## src/rtl/right_shift_unit.sv

```systemverilog
// Multi-cycle right shifter: logical or arithmetic shift by up to STEP bits per clock,
// with a Start/Busy/Done handshake. All outputs are registers.
module right_shift_unit #(
    parameter int unsigned WIDTH = 32,
    parameter int unsigned STEP  = 1
) (
    input  logic             Clk,
    input  logic             Reset,
    input  logic             Start,
    input  logic [WIDTH-1:0] In,
    input  logic [4:0]       Shamt,
    input  logic             Arith,
    output logic [WIDTH-1:0] Out,
    output logic             Busy,
    output logic             Done
);

    typedef enum logic [1:0] {
        StIdle,
        StShift,
        StDone
    } state_e;

    localparam logic [4:0] StepAmt = 5'(STEP);

    state_e           state_q;
    logic [WIDTH-1:0] work_q;
    logic [4:0]       rem_q;
    logic             fill_q;

    logic [4:0]       step_amt;
    logic [4:0]       rem_nxt;
    logic [WIDTH-1:0] fill_mask;
    logic [WIDTH-1:0] shift_res;

    // The final step may be shorter than STEP so the total never overshoots Shamt.
    always_comb begin
        step_amt  = (rem_q < StepAmt) ? rem_q : StepAmt;
        rem_nxt   = rem_q - step_amt;
        fill_mask = fill_q ? ~({WIDTH{1'b1}} >> step_amt) : '0;
        shift_res = (work_q >> step_amt) | fill_mask;
    end

    always_ff @(posedge Clk) begin
        if (Reset) begin
            state_q <= StIdle;
            work_q  <= '0;
            rem_q   <= '0;
            fill_q  <= 1'b0;
            Out     <= '0;
            Busy    <= 1'b0;
            Done    <= 1'b0;
        end else begin
            unique case (state_q)
                StIdle, StDone: begin
                    if (Start) begin
                        work_q <= In;
                        rem_q  <= Shamt;
                        fill_q <= Arith & In[WIDTH-1];
                        Busy   <= 1'b1;
                        if (Shamt == 5'd0) begin
                            Out     <= In;
                            Done    <= 1'b1;
                            state_q <= StDone;
                        end else begin
                            Done    <= 1'b0;
                            state_q <= StShift;
                        end
                    end else begin
                        Busy    <= 1'b0;
                        Done    <= 1'b0;
                        state_q <= StIdle;
                    end
                end
                StShift: begin
                    work_q <= shift_res;
                    rem_q  <= rem_nxt;
                    if (rem_nxt == 5'd0) begin
                        Out     <= shift_res;
                        Done    <= 1'b1;
                        state_q <= StDone;
                    end
                end
                default: begin
                    Busy    <= 1'b0;
                    Done    <= 1'b0;
                    state_q <= StIdle;
                end
            endcase
        end
    end

endmodule

```

## config.mk

```make
export PLATFORM = sky130hd
export DESIGN_NAME = right_shift_unit
export DESIGN_NICKNAME = d
export VERILOG_FILES = /design/src/rtl/right_shift_unit.sv
export SDC_FILE = /design/constraint.sdc
export NUM_CORES = 1
export LEC_CHECK = 0
export CAP_MARGIN = 10
export CORE_ASPECT_RATIO = 0.5
export CORE_MARGIN = 2
export CORE_UTILIZATION = 30
export DETAILED_ROUTE_END_ITERATION = 7
export PLACE_DENSITY = 0.58
export SKIP_LAST_GASP = 1
export SYNTH_ARGS = -nofsm -noshare
export SYNTH_HDL_FRONTEND = slang
export SYNTH_SLANG_ARGS = --single-unit
export TNS_END_PERCENT = 30
```

## constraint.sdc

```tcl
create_clock -name Clk -period 2.3 [get_ports Clk]
set_input_delay 0.23 -clock Clk [delete_from_list [all_inputs] [get_ports Clk]]
set_output_delay 0.23 -clock Clk [all_outputs]
set_load 0.005 [all_outputs]
```

==> flow_summary.ini <==
[synth]
synth.yosys.seq_area_share = 0.4161
syn-num-nets = 471
synth-async-reset-ratio = 0
synth_common_cells = nor2_1 (106), dfxtp_1 (73), a21oi_1 (39)
synth.top_cell.area_share = 0.4161
avgSynthCellArea_um2 = 8.187
synthCells = 429
ys_ff_latch = 73
synthTopCellsByArea = dfxtp_1 (42%), nor2_1 (11%), o221a_1 (9.6%)
synth.most_common_cell = nor2_1
ys_types = 33
yosysTopAreaCell = dfxtp_1
synth_edf_count = 0
synth-main-ff-cell = dfxtp_1
ys_warn_count = 0
synthesis.area_mm2 = 0.003512

[clocking]
cts_sinks = 73
clk_pin_slew_worst_paths_ns = 0.06
postCtsHoldBufs = 0
cts_tree = done
cts_resized = 0
clk_latency_ns = 0.34
ctsLongestPathBuffers = 2
clockRootBuffer = clkbuf_16
post-cts-setup-buffers = 0
h-tree-depth = 3
cts_made_buffers = 9

[cells_and_area]
nets = 530
num_antenna_cells = 0
drive_above_1_share = 0.08114
area_delta_synth_final_pct = 33.24

[floorplanning]
die-area_mm2 = 0.01264
io_pins = 75
fp.coreArea_mm2 = 0.01118
start_util = 0.3141
die_y_um = 80.51
die_w_um = 157.0
fp-row-count = 27

[critical_path]
critPathMaxFanout = 9
cp.required_ns = 2.56
crit_buf_inv = 0
cp_cell_sequence = nor3_4 -> a21o_1 -> ha_1 -> nor2_1 -> nand2_1 -> or4_1 -> a31oi_1
worst-r2r-setup-slack_ns = 0.39
slowest_delay_ns = 0.52
cpMaxStageDelayCell = dfxtp_1
path_class = flop to flop
crit_family = simple AND/OR/NAND/NOR gates
worstPathArrival_ns = 2.16
critPathLaunchType = flop
endpoint_kind = flop

[drt]
vias = 3494
drcViolationCount = 0
vias_per_cell = 5.359
drt_pass1_iterations = 5
antenna_left = 0
wirelength_mm = 10.51
dr.first_iter.drc_count = 327
routedWlPerCell_um = 16.12

[power_and_ir_drop]
combPwrFrac = 0.265
power.leakage_uw = 0.001716
p_int_uw = 2630
p_sw_frac = 0.3199
power.density_mw_per_mm2 = 826.4
irDropWorstVdd_uv = 303.5
switchingPower_uw = 1237
pwr-share-clk = 0.334
seqPwrFrac = 0.401

[sta]
fin_setup_tns_ns = 0
min_period_ns = 1.905
setup_viol = 0
fin_crit_sh = 0.8283
final-hold-violation-count = 0
slew_viol_final = 0
worst_slew_pin_slew_ns = 0.4161
slew_headroom = 0.7226
fmax_mhz = 524.9
finalClockSkew_ns = 0.01080
fin_hold_ws_ns = 0.4780
rsz0062_at_grt = no

[worst_hold_path]
holdCritPathClass = flop to flop

[outcome]
status = finished, final reports clean

[placed_design]
place.port_buffers = 74
dpl.hpwl_mm = 6.761
place_congestion = 0.8112

[global_routing]
grt_usage = 0.1771
grt-ovfl-total = 0
antenna_found_initial = 0
grt_start_max_net_pins = 37
grt_pass1_vias = 3270
grt_pass1_wl_mm = 17.39

[job]
cap_violations = 0
[cells in the final DEF, fill, tap and decap left out, types with 2 or more instances in the layout]
| master | n |
|---|---|
| dfxtp_1 | 73 |
| o221a_2 | 2 |
| a31oi_1 | 34 |
| buf_4 | 18 |
| nand3_1 | 5 |
| o21ai_0 | 35 |
| nor2_1 | 105 |
| clkbuf_1 | 4 |
| nand2b_1 | 2 |
| a22o_1 | 32 |
| o221a_1 | 30 |
| nand2_1 | 7 |
| clkdlybuf4s50_1 | 74 |
| a21o_1 | 2 |
| a21oi_1 | 38 |
| clkbuf_16 | 9 |
[cells by family after synthesis]
| kind of cell | synth area share |
|---|---|
| DFF | 0.4161 |
| and+or+nand+nor | 0.1528 |
| adders and majority gates | 0.003562 |
| AOI/OAI and AO/OA | 0.3673 |
| buffers and inverters | 0.06020 |
[power groups by stage]
stage	logic [µW]	registers (µW)	clock network, µW
5_1_grt	1140	1570	1380
3_5_place_dp	1020	1570	0
3_3_place_gp	1010	1570	0
2_1_floorplan	655	1540	0
4_1_cts	1030	1550	1320
6_report	1030	1550	1290
[flip-flops by register name, summed over array words and instances, names as in the netlist]
signal   flops
work_q      32
Busy         1
fill_q       1
state_q      1
Done         1
rem_q        5
Out         32
[path summary, 6_finish.rpt]
kind	startpoint	endpoint	depth (start not counted)
setup / recovery	rem_q[2]	rem_q[4]	7
hold / removal	Out[15]	Out[15]	1
setup reg to reg	rem_q[2]	rem_q[4]	7
hold reg to reg	Out[15]	Out[15]	1
[per-stage QoR]
stage	utilization	power, µW	area (µm²)	worst slack [ns]	instances
final	0.4185	3867	4679	0.3949	652
after global routing	0.4185	4095	4679	0.2801	652
after CTS	0.4185	3889	4679	0.4115	652
after detailed placement	0.3945	2595	4412	0.3814	636
after global placement	0.3945	2582	4412	0.3923	636
after floorplan	-	2190	3512	0.3953	429
[worst register-to-register path, delay by kind of cell (launching register included)]
family                     cells  cell delay, ns
adders and majority gates      1            0.22
AOI/OAI and AO/OA              2            0.38
DFF                            1            0.52
and+or+nand+nor                4            0.71
[layout make-up]
type,instances,area [µm²]
tap,159,198.9
clock buffer,14,254.0
fill,1139,6502
inverter,1,3.754
clock inverter,2,13.76
timing repair buffer,93,895.9
multi-input combinational,310,1852
sequential,73,1461
[layer usage]
metal	track usage	share of wire	wire, µm	vias to the layer above
met1	0.2502	0.49	5177	1682
met3	0.04749	0.055	579	9
met2	0.2592	0.44	4629	93
met4	0.05909	0.012	123	0
met5	0	0	0	-
li1	-	-	-	1710
Power figures use the tool's default switching activity.
